<file path="src/rtl/nibble_serial_adder_ctrl.sv">
// Nibble-serial WIDTH-bit adder sequencer driving an external 4-bit ripple adder.
// Optional NSA_OVERFLOW_EN adds io_out_overflow (two's-complement signed overflow).
module nibble_serial_adder_ctrl #(
    parameter int WIDTH = 16
) (
    input  logic             clock,
    input  logic             reset,
    // Handshakes: a transfer happens on a rising edge where valid and ready are both 1;
    // the producer holds valid and data steady until that edge.
    input  logic             io_in_valid,
    output logic             io_in_ready,
    input  logic [WIDTH-1:0] io_in_a,
    input  logic [WIDTH-1:0] io_in_b,
    input  logic             io_in_carryIn,
    output logic             io_out_valid,
    input  logic             io_out_ready,
    output logic [WIDTH-1:0] io_out_sum,
    output logic             io_out_carryOut,
`ifdef NSA_OVERFLOW_EN
    output logic             io_out_overflow,
`endif
    output logic [3:0]       io_add_a,
    output logic [3:0]       io_add_b,
    output logic             io_add_carryIn,
    input  logic [3:0]       io_add_sum,
    input  logic             io_add_carryOut
);

    localparam int NIB  = WIDTH / 4;
    localparam int IDXW = (NIB > 1) ? $clog2(NIB) : 1;
    localparam logic [IDXW-1:0] LAST_IDX = IDXW'(NIB - 1);

    typedef enum logic [1:0] {
        IDLE = 2'd0,
        RUN  = 2'd1,
        DONE = 2'd2
    } stateE;

    stateE            state;
    stateE            nextState;
    logic [IDXW-1:0]  idx;
    logic [WIDTH-1:0] opA;
    logic [WIDTH-1:0] opB;
    logic [WIDTH-1:0] result;
    logic             carry;
    logic             outCarry;
    logic             isLast;

    assign isLast = (idx == LAST_IDX);

    always_ff @(posedge clock or posedge reset) begin
        if (reset) begin
            state <= IDLE;
        end else begin
            state <= nextState;
        end
    end

    always_comb begin
        nextState      = state;
        io_in_ready    = 1'b0;
        io_out_valid   = 1'b0;
        io_add_a       = 4'h0;
        io_add_b       = 4'h0;
        io_add_carryIn = 1'b0;
        case (state)
            IDLE: begin
                io_in_ready = 1'b1;
                if (io_in_valid) nextState = RUN;
            end
            RUN: begin
                io_add_a       = opA[4*idx +: 4];
                io_add_b       = opB[4*idx +: 4];
                io_add_carryIn = carry;
                if (isLast) nextState = DONE;
            end
            DONE: begin
                io_out_valid = 1'b1;
                if (io_out_ready) nextState = IDLE;
            end
            default: nextState = IDLE;
        endcase
    end

    // The running carry is reloaded at accept; the presented carry only changes during RUN.
    always_ff @(posedge clock or posedge reset) begin
        if (reset) begin
            idx      <= '0;
            opA      <= '0;
            opB      <= '0;
            result   <= '0;
            carry    <= 1'b0;
            outCarry <= 1'b0;
        end else if (state == IDLE && io_in_valid) begin
            opA   <= io_in_a;
            opB   <= io_in_b;
            carry <= io_in_carryIn;
            idx   <= '0;
        end else if (state == RUN) begin
            result[4*idx +: 4] <= io_add_sum;
            carry              <= io_add_carryOut;
            outCarry           <= io_add_carryOut;
            if (!isLast) idx <= idx + 1'b1;
        end
    end

`ifdef NSA_OVERFLOW_EN
    logic overflow;

    // Top result bit comes straight from the adder on the final nibble.
    always_ff @(posedge clock or posedge reset) begin
        if (reset) begin
            overflow <= 1'b0;
        end else if (state == RUN && isLast) begin
            overflow <= (opA[WIDTH-1] == opB[WIDTH-1]) && (io_add_sum[3] != opA[WIDTH-1]);
        end
    end

    assign io_out_overflow = overflow;
`endif

    assign io_out_sum      = result;
    assign io_out_carryOut = outCarry;

endmodule
</file>
<file path="config.mk">
export PLATFORM = sky130hd
export DESIGN_NAME = nibble_serial_adder_ctrl
export DESIGN_NICKNAME = d
export VERILOG_FILES = /design/src/rtl/nibble_serial_adder_ctrl.sv
export SDC_FILE = /design/constraint.sdc
export NUM_CORES = 1
export LEC_CHECK = 0
export BUFFER_PORTS_ARGS = -buffer_cell sky130_fd_sc_hd__buf_2
export CAP_MARGIN = 15
export CORE_MARGIN = 2
export CORE_UTILIZATION = 45
export CTS_CLUSTER_SIZE = 16
export DETAILED_ROUTE_END_ITERATION = 6
export PLACE_DENSITY = 0.7
export SLEW_MARGIN = 0
export SYNTH_ARGS = -nofsm -noshare
export SYNTH_HDL_FRONTEND = slang
export SYNTH_SLANG_ARGS = --single-unit
export TNS_END_PERCENT = 10
</file>
<file path="constraint.sdc">
create_clock -name clock -period 4.7 [get_ports clock]
set_input_delay 1.175 -clock clock [delete_from_list [all_inputs] [get_ports clock]]
set_output_delay 1.175 -clock clock [all_outputs]
set_load 0.005 [all_outputs]
</file>
Yosys cells after proc, flatten, opt, wreduce, memory -nomap -nowiden
Index checks and enable logic that the tools add are counted.

cells by class
  add/sub/neg operators = 2
  $mul = 0
  div/mod/pow operators = 0
  order comparisons = 0
  equality and inequality tests = 7
  shift operators = 4
  mux-type cells = 15
  bitwise gates (word level) = 1
  reductions and logical operators = 6

operator list
  operator                   count
  $neg A4 Y34                1
  $shift A4 B34 Y16 const A  1
  $shiftx A4 B34 Y16         1
  $shiftx A16 B5 Y4          2
  $bwmux W16                 1
  $mux W2                    6
  $mux W4                    2
  $ne A2 B2 Y1 const B       3
  $pmux W2 S3                1
  $mux W1                    5
  $eq A2 B2 Y1 const B       2
  $reduce_and A2 Y1          2
  $reduce_and A3 Y1          1
  $add A2 B1 Y2 const B      1
  $eq A2 B1 Y1 const B       1
  $logic_not A2 Y1           1
  $ne A2 B1 Y1 const B       1
  $reduce_bool A2 Y1         1
  $logic_and A1 B1 Y1        1
  $not A1 Y1                 1

storage, ports and cells
  bits in registers = 54
  latch bits = 0
  memory bits (writable) = 0
  memory bits (read-only) = 0
  bits of input ports = 42
  output and inout port bits = 28
  logic and storage cells = 42
  memories kept = 0

Depth between registers and ports, before layout
  depth in word-level cells = 4
  gate-level depth with buffers = 7
  gate-level depth less buffers = 5

Worst setup path after synthesis
No wires, ideal clock.

  kind = reg2out
  from = register idx[1]
  to = output io_add_a[0]
  arrival = 1.211 ns
  data required time = 3.525 ns
  path slack = 2.314 ns
  cell stages (with the launch flop) = 4
  buffers on the path = 1
  path through = dfrtp_1 -> buf_2 -> mux4_2 -> nor2b_1

between the ends
  word-level cells in the longest chain between the ends = 2

RTL lines
  item                      RTL line  text
  start: declaration        41        logic [IDXW-1:0] idx;
  start signal: assignment  103       if (!isLast) idx <= idx + 1'b1;
  $shiftx A16 B5 Y4         72        io_add_a = opA[4*idx +: 4];
  $mux W4                   66        case (state)
  end: declaration          22        output logic [3:0] io_add_a,

Every way passes these cells.

Worst setup path in the final report
  from = register idx[0]
  to = output io_add_b[0]

between the ends
  word-level cells in the longest chain between the ends = 2

RTL lines
  item               RTL line  text
  $shiftx A16 B5 Y4  73        io_add_b = opB[4*idx +: 4];
  $mux W4            66
  end: declaration   23        output logic [3:0] io_add_b,

Every way passes these cells.

==> flow_summary.ini <==
[hold_path]
hold_start = io_out_sum[8]
hold_class = register to register
holdPathStages = 2
holdPathEnd = io_out_sum[8]

[drt]
m1WireLength_um = 2116
drtPass1Iterations = 3
wl_met3_um = 275
drc = 0
routed_wl_um = 4779
drt_iter0_drc = 106
viasPerCell = 5.028
wl_per_cell_um = 14.75
wl_met2_um = 2310
dr.max_layer_used = met4
num_vias = 1629
ant_nets = 0

[yosys]
synth.area.top_cells = dfrtp_1 (51%), mux2_4 (14%), mux4_2 (4.2%)
yosys.area.top_type = dfrtp_1
yosysUniqueCellTypes = 29
ys_warn_count = 0
syn_area_um2 = 2670
syn_nets = 227
post-synth-top-area-fraction_pct = 50.61
synthFlopType = dfrtp_1
syn_inst = 180
async_flop_share_pct = 100.0
seq_area_frac_synth_pct = 50.61
ys_top_cells_by_count = dfrtp_1 (54), mux2_4 (25), nand2_1 (18)
synth_edf_count = 0
synth.most_common_cell = dfrtp_1
avgSynthCellArea_um2 = 14.83
synth-seq-cells = 54

[timing]
finalCritPeriodShare_pct = 69.78
fin_crit_ps = 3279
relSlewSlack_pct = 48.56
setup_viol = 0
worst_pin_slew_ps = 771.6
timing.hold.ws_ps = 486.5
rsz0062_at_grt = no
setup_ws_ps = 1421
maxSlewViolCount = 0
setup_tns_ps = 0
clock_skew_ps = 9.014
final_hold_viol_count = 0
max_freq_ghz = 0.3049

[pwr]
ir_drop_v = 0.0002589
power_mw = 2.073
p_per_area_nw_per_um2 = 664.5
leakage_nw = 1.526
p_sw_share_pct = 32.31
power_frac_seq_pct = 41.5
p_sw_mw = 0.6697
comb_power_share_pct = 43.9
p_clk_share_pct = 14.7
intPower_mw = 1.403

[cells_and_area]
antenna_cells = 0
area_delta_synth_final_pct = 16.82
drive_above_1_share_pct = 50.20
multiInputGateArea_um2 = 1191
fin_nets = 296
layout.cells.non_filler = 324
regArea_um2 = 1351
fillers = 535

[critical_path]
crit_slowest_cell = dfrtp_1
cp_num_buf_inv = 1
cp_cell_sequence = mux4_1, nor2b_1, buf_2
reg2reg_slack_ps = 2360
crit_path_start_kind = register
r2r_cells = 5
slowest_delay_ps = 860
worstPathArrival_ps = 2100
critPathKind = register to output pin
critPathTopFamily = flip-flops
r2r-end = io_out_sum[9]
cp_data_required_time_ps = 3520
regToRegStartpoint = idx[0]
cp_max_fo = 16
endpoint_kind = output pin

[global_routing]
grt_pass1_wl_um = 8148
grt-ovfl-total = 0
grt_max_degree = 55
grt_pass1_vias = 1686
antenna_found_initial = 0
grt.total_usage_pct = 16.57

[run_status]
status = finished clean

[cts]
path_clk_slew_ps = 100
tritoncts = yes
postCtsSetupRepairBufs = 0
clock_latency_ps = 300
cts-resized-gates = 0
cts_buffers = 5
cts_root_buffer = clkbuf_8
clockBufferDepth = 2
clkSinkCount = 54
cts-hold-fix-buffers = 0
htreeDepth = 2

[placed_design]
numPortBuffers = 69
dp_hpwl_um = 3431
gp_congestion = 0.7212
dp_slack_ps = 1746
dp_cells = 317

[floorplanning]
die_y_um = 81.03
core-area_um2 = 5816
die-area_um2 = 6566
num_rows = 28
io_pins = 70
dieWidth_um = 81.03
initial_core_util_pct = 45.91

[run]
cap_violations = 0
-- per-layer routing --
metal	track usage, %	vias up
li1	-	775
met1	20.36	796
met2	28.18	51
met3	4.222	7
met4	6.102	0
met5	0	-
-- tightest hold or removal path: stages (launching register included) --
cell and delay (ps):
dfrtp_1 350, nand2_1 40, o21ai_0 60
-- registers in the layout, summed over array words and instances (netlist names) --
| register | flops |
|---|---|
| opA | 16 |
| opB | 16 |
| carry | 1 |
| idx | 2 |
| state | 2 |
| io_out_sum | 16 |
| io_out_carryOut | 1 |
-- cells in the final DEF, fill, tap and decap left out, types with 5 or more instances in the layout --
master,instances
buf_2,69
a22o_1,8
mux2_2,8
ha_1,5
mux2_4,25
dfrtp_1,54
nor2b_1,9
nand2_1,18
clkbuf_8,5
nor2_1,5
o21ai_0,9
mux4_2,5
-- power by group through the flow --
stage	registers, mW	logic, mW	clock network, mW
final	0.860	0.909	0.304
after global routing	0.895	0.999	0.338
after CTS	0.864	0.927	0.314
after detailed placement	0.871	0.923	0
after global placement	0.864	0.903	0
after floorplan	0.784	0.806	0
-- stage by stage --
stage | instance area (um^2) | util [%]
2_1_floorplan | 2670 | -
3_3_place_gp | 3012 | 51.79
3_5_place_dp | 3012 | 51.79
4_1_cts | 3119 | 53.64
5_1_grt | 3119 | 53.64
6_report | 3119 | 53.64
-- how the worst max path moves through the flow --
stage / cells past startpoint / endpoint / startpoint
detailed placement: 3 / io_add_b[0] / idx[0]
CTS: 3 / io_add_b[0] / idx[0]
global route: 3 / io_add_b[0] / idx[0]
floorplan: 1 / carry / reset
global placement: 3 / io_add_b[0] / idx[0]
finish: 3 / io_add_b[0] / idx[0]
-- area by class of cell --
class,count,area share (%)
Sequential cell,54,43.32
Multi-Input combinational cell,113,38.19
Timing Repair Buffer,71,11.55
Tap cell,75,3.008
Clock buffer,5,2.206
Clock inverter,2,1.243
Inverter,4,0.4813
-- kinds of logic (layout without fill, tap and decap cells) --
family	Yosys count	count (layout)	share of synthesized area (%)
buffers and inverters	13	82	5.014
multiplexers	42	42	24.98
flip-flops	54	54	50.61
adder cells (fa/ha/maj)	5	5	2.343
AND/OR/NAND/NOR	46	46	11.95
XOR/XNOR	1	1	0.3281
AO/OA/AOI/OAI	19	19	4.780
Power figures use the tool's default switching activity.
